**config.mk**
```make
export PLATFORM = sky130hd
export DESIGN_NAME = serial_tx
export DESIGN_NICKNAME = d
export VERILOG_FILES = /design/src/rtl/serial_tx.sv
export SDC_FILE = /design/constraint.sdc
export NUM_CORES = 1
export LEC_CHECK = 0
export CORE_UTILIZATION = 59
export DETAILED_ROUTE_END_ITERATION = 16
export PLACE_DENSITY = 0.84
export SLEW_MARGIN = 20
export SYNTH_ARGS = -nofsm -noshare
export SYNTH_HDL_FRONTEND = slang
export SYNTH_SLANG_ARGS = --single-unit
export TNS_END_PERCENT = 100
```
**constraint.sdc**
```tcl
create_clock -name clk -period 3.6 [get_ports clk]
set_clock_uncertainty 0.15 [all_clocks]
set_input_delay 0.72 -clock clk [delete_from_list [all_inputs] [get_ports clk]]
set_output_delay 0.72 -clock clk [all_outputs]
set_load 0.01 [all_outputs]
```
**src/rtl/serial_tx.sv**
```systemverilog
// serial_tx: 2-wire synchronous serial transmitter (serial_clk + serial_data), 10-bit words MSB first.
// Define SERIAL_TX_PARITY_EN to append an even-parity frame after bit 9 (11 serial_clk rises per word).
module serial_tx #(
  parameter int DATA_W  = 10,
  parameter int CLK_DIV = 4
) (
  input  logic              clk,
  input  logic              rst_n,
  input  logic              enable,
  input  logic              start,
  input  logic [DATA_W-1:0] data_in,
  output logic              busy,
  output logic              done,
  output logic              serial_clk,
  output logic              serial_data
);

`ifdef SERIAL_TX_PARITY_EN
  localparam int FRAME_W = DATA_W + 1;
`else
  localparam int FRAME_W = DATA_W;
`endif
  localparam logic [7:0] PH_LAST  = 8'(CLK_DIV - 1);
  localparam logic [3:0] BIT_LAST = 4'(FRAME_W - 1);

  generate
    if (CLK_DIV < 2 || CLK_DIV > 255) begin : g_bad_div
      $error("serial_tx: CLK_DIV must be in 2..255");
    end
    if (DATA_W != 10) begin : g_bad_width
      $error("serial_tx: DATA_W is fixed at 10");
    end
  endgenerate

  typedef enum logic [1:0] {
    IDLE = 2'd0,
    LOW  = 2'd1,
    HIGH = 2'd2
  } state_t;

  state_t             state;
  logic [7:0]         phase_cnt;
  logic [3:0]         bit_cnt;
  logic [FRAME_W-1:0] shift_reg;
  logic [FRAME_W-1:0] load_frame;

  // The parity frame simply rides at the bottom of the shift register.
`ifdef SERIAL_TX_PARITY_EN
  assign load_frame = {data_in, ^data_in};
`else
  assign load_frame = data_in;
`endif

  always_ff @(posedge clk or negedge rst_n) begin
    if (!rst_n) begin
      state       <= IDLE;
      phase_cnt   <= '0;
      bit_cnt     <= '0;
      shift_reg   <= '0;
      busy        <= 1'b0;
      done        <= 1'b0;
      serial_clk  <= 1'b0;
      serial_data <= 1'b0;
    end else begin
      done <= 1'b0;
      if (!enable) begin
        // Abort: drop the word silently, no done pulse.
        state       <= IDLE;
        phase_cnt   <= '0;
        bit_cnt     <= '0;
        shift_reg   <= '0;
        busy        <= 1'b0;
        serial_clk  <= 1'b0;
        serial_data <= 1'b0;
      end else begin
        case (state)
          IDLE: begin
            if (start) begin
              shift_reg   <= load_frame;
              serial_data <= load_frame[FRAME_W-1];
              state       <= LOW;
              busy        <= 1'b1;
              phase_cnt   <= '0;
              bit_cnt     <= '0;
            end
          end
          LOW: begin
            if (phase_cnt == PH_LAST) begin
              phase_cnt  <= '0;
              state      <= HIGH;
              serial_clk <= 1'b1;
            end else begin
              phase_cnt <= phase_cnt + 8'd1;
            end
          end
          HIGH: begin
            if (phase_cnt == PH_LAST) begin
              phase_cnt  <= '0;
              serial_clk <= 1'b0;
              if (bit_cnt == BIT_LAST) begin
                state       <= IDLE;
                busy        <= 1'b0;
                done        <= 1'b1;
                serial_data <= 1'b0;
                bit_cnt     <= '0;
                shift_reg   <= '0;
              end else begin
                // Next bit goes out on the falling edge of serial_clk.
                state       <= LOW;
                bit_cnt     <= bit_cnt + 4'd1;
                shift_reg   <= {shift_reg[FRAME_W-2:0], 1'b0};
                serial_data <= shift_reg[FRAME_W-2];
              end
            end else begin
              phase_cnt <= phase_cnt + 8'd1;
            end
          end
          default: state <= IDLE;
        endcase
      end
    end
  end

endmodule

```
Word-level counts from Yosys, hierarchy flattened --
Cells that the tools add are included.
Operators by class: $add $sub $neg 2, eq/ne operators 11, mux-type cells 38, reductions and logical operators 7
Operators by type and width (count):
- $mux 9 | 4
- $mux 8 | 3
- $pmux 9 s2 | 1
- $mux 1 | 16
- $mux 4 | 4
- $pmux 8 s2 | 1
- $ne 3x3->1 const B | 4
- $reduce_and 3->1 | 3
- $add 8x1->8 const B | 1
- $eq 8x2->1 const B | 1
- $mux 2 | 4
- $pmux 4 s2 | 1
- $ne 3x1->1 const B | 2
- $pmux 1 s2 | 3
- $pmux 2 s3 | 1
- $add 4x1->4 const B | 1
- $eq 4x4->1 const B | 1
- $reduce_and 4->1 | 1
- $ne 3x2->1 const B | 1
- $eq 2x1->1 const B | 1
- $eq 2x2->1 const B | 1
- $logic_not 2->1 | 1
- $reduce_and 2->1 | 1
- $reduce_or 2->1 | 1
Storage, ports and cells: register bits after elaboration 27, input port bits 14, output and inout bits 4

Logic depth before layout (Yosys ltp) --
depth in word-level cells 5, gate-level depth with buffers 7, depth with buffers taken out 6

Worst setup path after synthesis --
Ideal clock, no wire load.
path type register -> register, start point register state[0], end point register phase_cnt[7], library setup time 78 ps, arrival 1896 ps, slack 1476 ps, cell stages (with the launch flop) 8, path buffers 1, period minus slack after synthesis 2124 ps, path through dfrtp_1 inv_1 ha_1 mux2i_1 and2_1 clkbuf_2 or4_1 a21oi_1
On the way: cells in the longest elaborated chain, start to end 4, elaborated cells between the ends (all ways) 9, those cells by class 4 x eq/ne; 2 x mux; 3 x reduce/logical
RTL lines:
- from (decl) | RTL line 41 | state_t state;
- from (signal assigned) | RTL line 56 | state <= IDLE;
- from (signal assigned) | RTL line 68 | state <= IDLE;
- from (signal assigned) | RTL line 81 | state <= LOW;
- $eq 2x2->1 or $eq 2x1->1 (tied branches) | RTL line 76 | case (state)
- $reduce_or 2->1 (no source line)
- $pmux 8 s2 or $ne 3x2->1 (tied branches)
- $mux 8 or $reduce_and 2->1 (tied branches)
- to (signal assigned) | RTL line 93 | phase_cnt <= phase_cnt + 8'd1;
- to (signal assigned) | RTL line 115 | phase_cnt <= phase_cnt + 8'd1;
- to (decl) | RTL line 42 | logic [7:0] phase_cnt;
Several ways; a longest one is shown, not always the timed one. A chain may end at the register's enable or synchronous reset.

Final worst setup path --
start point input enable, end point register shift_reg[4]
On the way: cells in the longest elaborated chain, start to end 2, elaborated cells between the ends (all ways) 5, those cells by class 3 x eq/ne; 1 x mux; 1 x reduce/logical
RTL lines:
- from (decl) | RTL line 9 | input logic enable,
- $ne 3x1->1 (no source line) or $ne 3x3->1 (tied branches)
- $reduce_and 3->1 (no source line)
- to (signal assigned) | RTL line 79 | shift_reg <= load_frame;
- to (signal assigned) | RTL line 111 | shift_reg <= {shift_reg[FRAME_W-2:0], 1'b0};
- to (decl) | RTL line 44 | logic [FRAME_W-1:0] shift_reg;
Several ways; a longest one is shown, not always the timed one.

==> flow_metrics.tcl <==
set metrics [dict create \
    status "finished, final reports clean" \
    die_w_um 53.0 \
    timing.critical_path.fanout_max 14 \
    worst_pin_slew_ns 0.740 \
    muxShareOfSynthArea 0.0993 \
    portBuffers 17 \
    ys_types 42 \
    post_cts_resized 0 \
    place_congestion 0.837 \
    vias_per_cell 5.86 \
    syn_nets 166 \
    largest_register_ffs 9 \
    synth_top_family_by_area "compound AO/OA/AOI/OAI gates" \
    initial_core_util 0.620 \
    hold_depth 1 \
    synth_top_cell_area_share 0.440 \
    synth.avg_cell_area_um2 10.7 \
    cts.hold.buffers_added 0 \
    setup_viol 0 \
    final.period_utilization 0.654 \
    grtUsageTotal 0.230 \
    cts_buffers 3 \
    n_antenna_cell 0 \
    synth_fa_ha_area_frac 0.0733 \
    postSynth.asyncResetShare 1.00 \
    drt_iter0_markers 16 \
    clock_sinks 27 \
    regToRegSetupSlack_ns 1.27 \
    wl_per_cell_um 14.0 \
    crit_path_start_kind "input pin" \
    synth_compound_area_frac 0.177 \
    cts_root_buf "clkbuf_4" \
    num_vias 1108 \
    timing.final.crit_period_ns 2.35 \
    fin_ws_ns 1.25 \
    drc 0 \
    worst_ep_arrival_time_ns 2.42 \
    yosysWarnings 0 \
    ff2ff_path_depth 6 \
    first_pass_iters 4 \
    grt_pass1_vias 1068 \
    clk_path_buf_depth 2 \
    clk_pin_slew_ns 0.14 \
    synthXorXnorAreaFrac 0.0285 \
    place_ws_ns 0.922 \
    pin_count 18 \
    crit_path_start "enable" \
    leakage_uw 0.000782 \
    cts_tree "done" \
    core_area_um2 2480 \
    die_h_um 53.0 \
    vdd_drop_max_v 0.000376 \
    yosysTopAreaCell "dfrtp_1" \
    cts-htree-levels 1 \
    grt_max_degree 28 \
    area_growth_pct 13.4 \
    final-max-slew-violation-count 0 \
    worstSetupPathType "in2reg" \
    ys_seq_area_frac 0.440 \
    syn_inst 143 \
    worstSkewPairLatency_ns 0.32 \
    r2r-start "state[0]$_DFFE_PN0P_" \
    drive_above_1_share 0.157 \
    cts_setup_buffers 0 \
    synth_edf_count 0 \
    hold_viol 0 \
    dp_hpwl_mm 2.02 \
    r2r_end "phase_cnt[7]$_DFFE_PN0P_" \
    dieArea_um2 2810 \
    ys.flop_type "dfrtp_1" \
    cp.required_ns 3.67 \
    slew_headroom 0.506 \
    grt_remaining_overflow 0 \
    max_freq_mhz 425 \
    rsz0062_at_grt "false" \
    endpoint_kind "register" \
    grt_pass1_wl_mm 4.69 \
    wirelength_mm 2.65 \
    finish.net_count 183 \
    antenna_found_initial 0 \
    drv_cap 0 \
    cp-endpoint "shift_reg[4]$_DFFE_PN0P_" \
    finalSetupTns_ns 0 \
    power.density_nw_per_um2 505 \
    fp-row-count 18 \
    synth-simple-area-share 0.138 \
    hold_path_class "reg2reg" \
    route.antenna.remaining_nets 0 \
    synthTopCellsByArea "dfrtp_1 (44%), ha_1 (7.3%), mux2_2 (7.3%)" \
    syn_area_um2 1540 \
    ys_ff_latch 27 \
    power.total_uw 881 \
]
==> routing by layer <==
| metal | routed length, um | GRT usage | vias up |
|---|---|---|---|
| met5 | 0 | 0 | - |
| li1 | - | - | 550 |
| met4 | 31 | 0.0702 | 0 |
| met3 | 83 | 0.0374 | 4 |
| met1 | 1240 | 0.300 | 538 |
| met2 | 1300 | 0.386 | 16 |
==> cells in the mapped netlist, types with 3 or more instances <==
cell	n
nor2b_1	3
a21oi_1	6
ha_1	9
a22o_1	8
xnor2_1	5
clkbuf_1	3
nand3_1	5
dfrtp_1	27
mux2i_1	4
inv_1	7
mux2_2	10
nor2_1	8
o21ai_0	6
nand2_1	8
==> report_power, final <==
part / internal [uW] / switching [uW] / total [uW]
clock: 43.4 / 82.8 / 126
combinational: 168 / 175 / 343
sequential: 366 / 46.2 / 412
==> per-stage QoR <==
step	area [um^2]	hold WS, ns	instances	util
4_1_cts	1740	0.382	189	0.704
6_report	1740	0.377	189	0.704
5_1_grt	1740	0.391	189	0.704
3_3_place_gp	1720	0.339	185	0.693
3_5_place_dp	1720	0.352	185	0.693
2_1_floorplan	1540	0.274	143	-
==> cell usage in the layout, fill, tap and decap left out, types with 2 or more instances in the layout <==
cell type / instances
a211oi_1: 2
clkbuf_4: 3
clkdlybuf4s50_1: 17
mux2i_1: 4
or3b_2: 2
nor2_1: 8
buf_4: 2
o21a_1: 2
nor2b_1: 3
nand3_1: 5
ha_1: 9
a21o_1: 2
xnor2_1: 5
nand4_1: 2
mux2_2: 10
a22o_1: 8
o21ai_0: 6
dfrtp_1: 27
nand2_1: 8
a21oi_1: 6
inv_1: 7
==> final cells by class <==
type                       count  area (um^2)
tap                           30         37.5
inverter                       7         26.3
timing repair buffer          19          185
fill                         203          734
multi-input combinational    102          792
sequential                    27          676
clock buffer                   4         26.3
==> cells by family after synthesis <==
group / after synthesis
XOR/XNOR: 5
multiplexers: 14
AND/OR/NAND/NOR: 39
flip-flops: 27
buffers and inverters: 14
adder cells (fa/ha/maj): 9
AO/OA/AOI/OAI: 35
==> critical path, cell delays in order <==
cell             delay, ns
clkdlybuf4s50_1       0.55
nand2_1               0.16
o21ai_2               0.57
mux2_2                0.42
==> worst min-delay path by stage <==
stage / from / to / slack, ns
after floorplan: rst_n / bit_cnt[0]$_DFFE_PN0P_ / 0.27
after global placement: shift_reg[7]$_DFFE_PN0P_ / shift_reg[7]$_DFFE_PN0P_ / 0.34
after detailed placement: shift_reg[2]$_DFFE_PN0P_ / shift_reg[2]$_DFFE_PN0P_ / 0.35
after CTS: shift_reg[2]$_DFFE_PN0P_ / shift_reg[2]$_DFFE_PN0P_ / 0.38
after global routing: shift_reg[6]$_DFFE_PN0P_ / shift_reg[6]$_DFFE_PN0P_ / 0.39
final: shift_reg[1]$_DFFE_PN0P_ / shift_reg[1]$_DFFE_PN0P_ / 0.38
No activity file was read; power rests on OpenSTA's default activity.
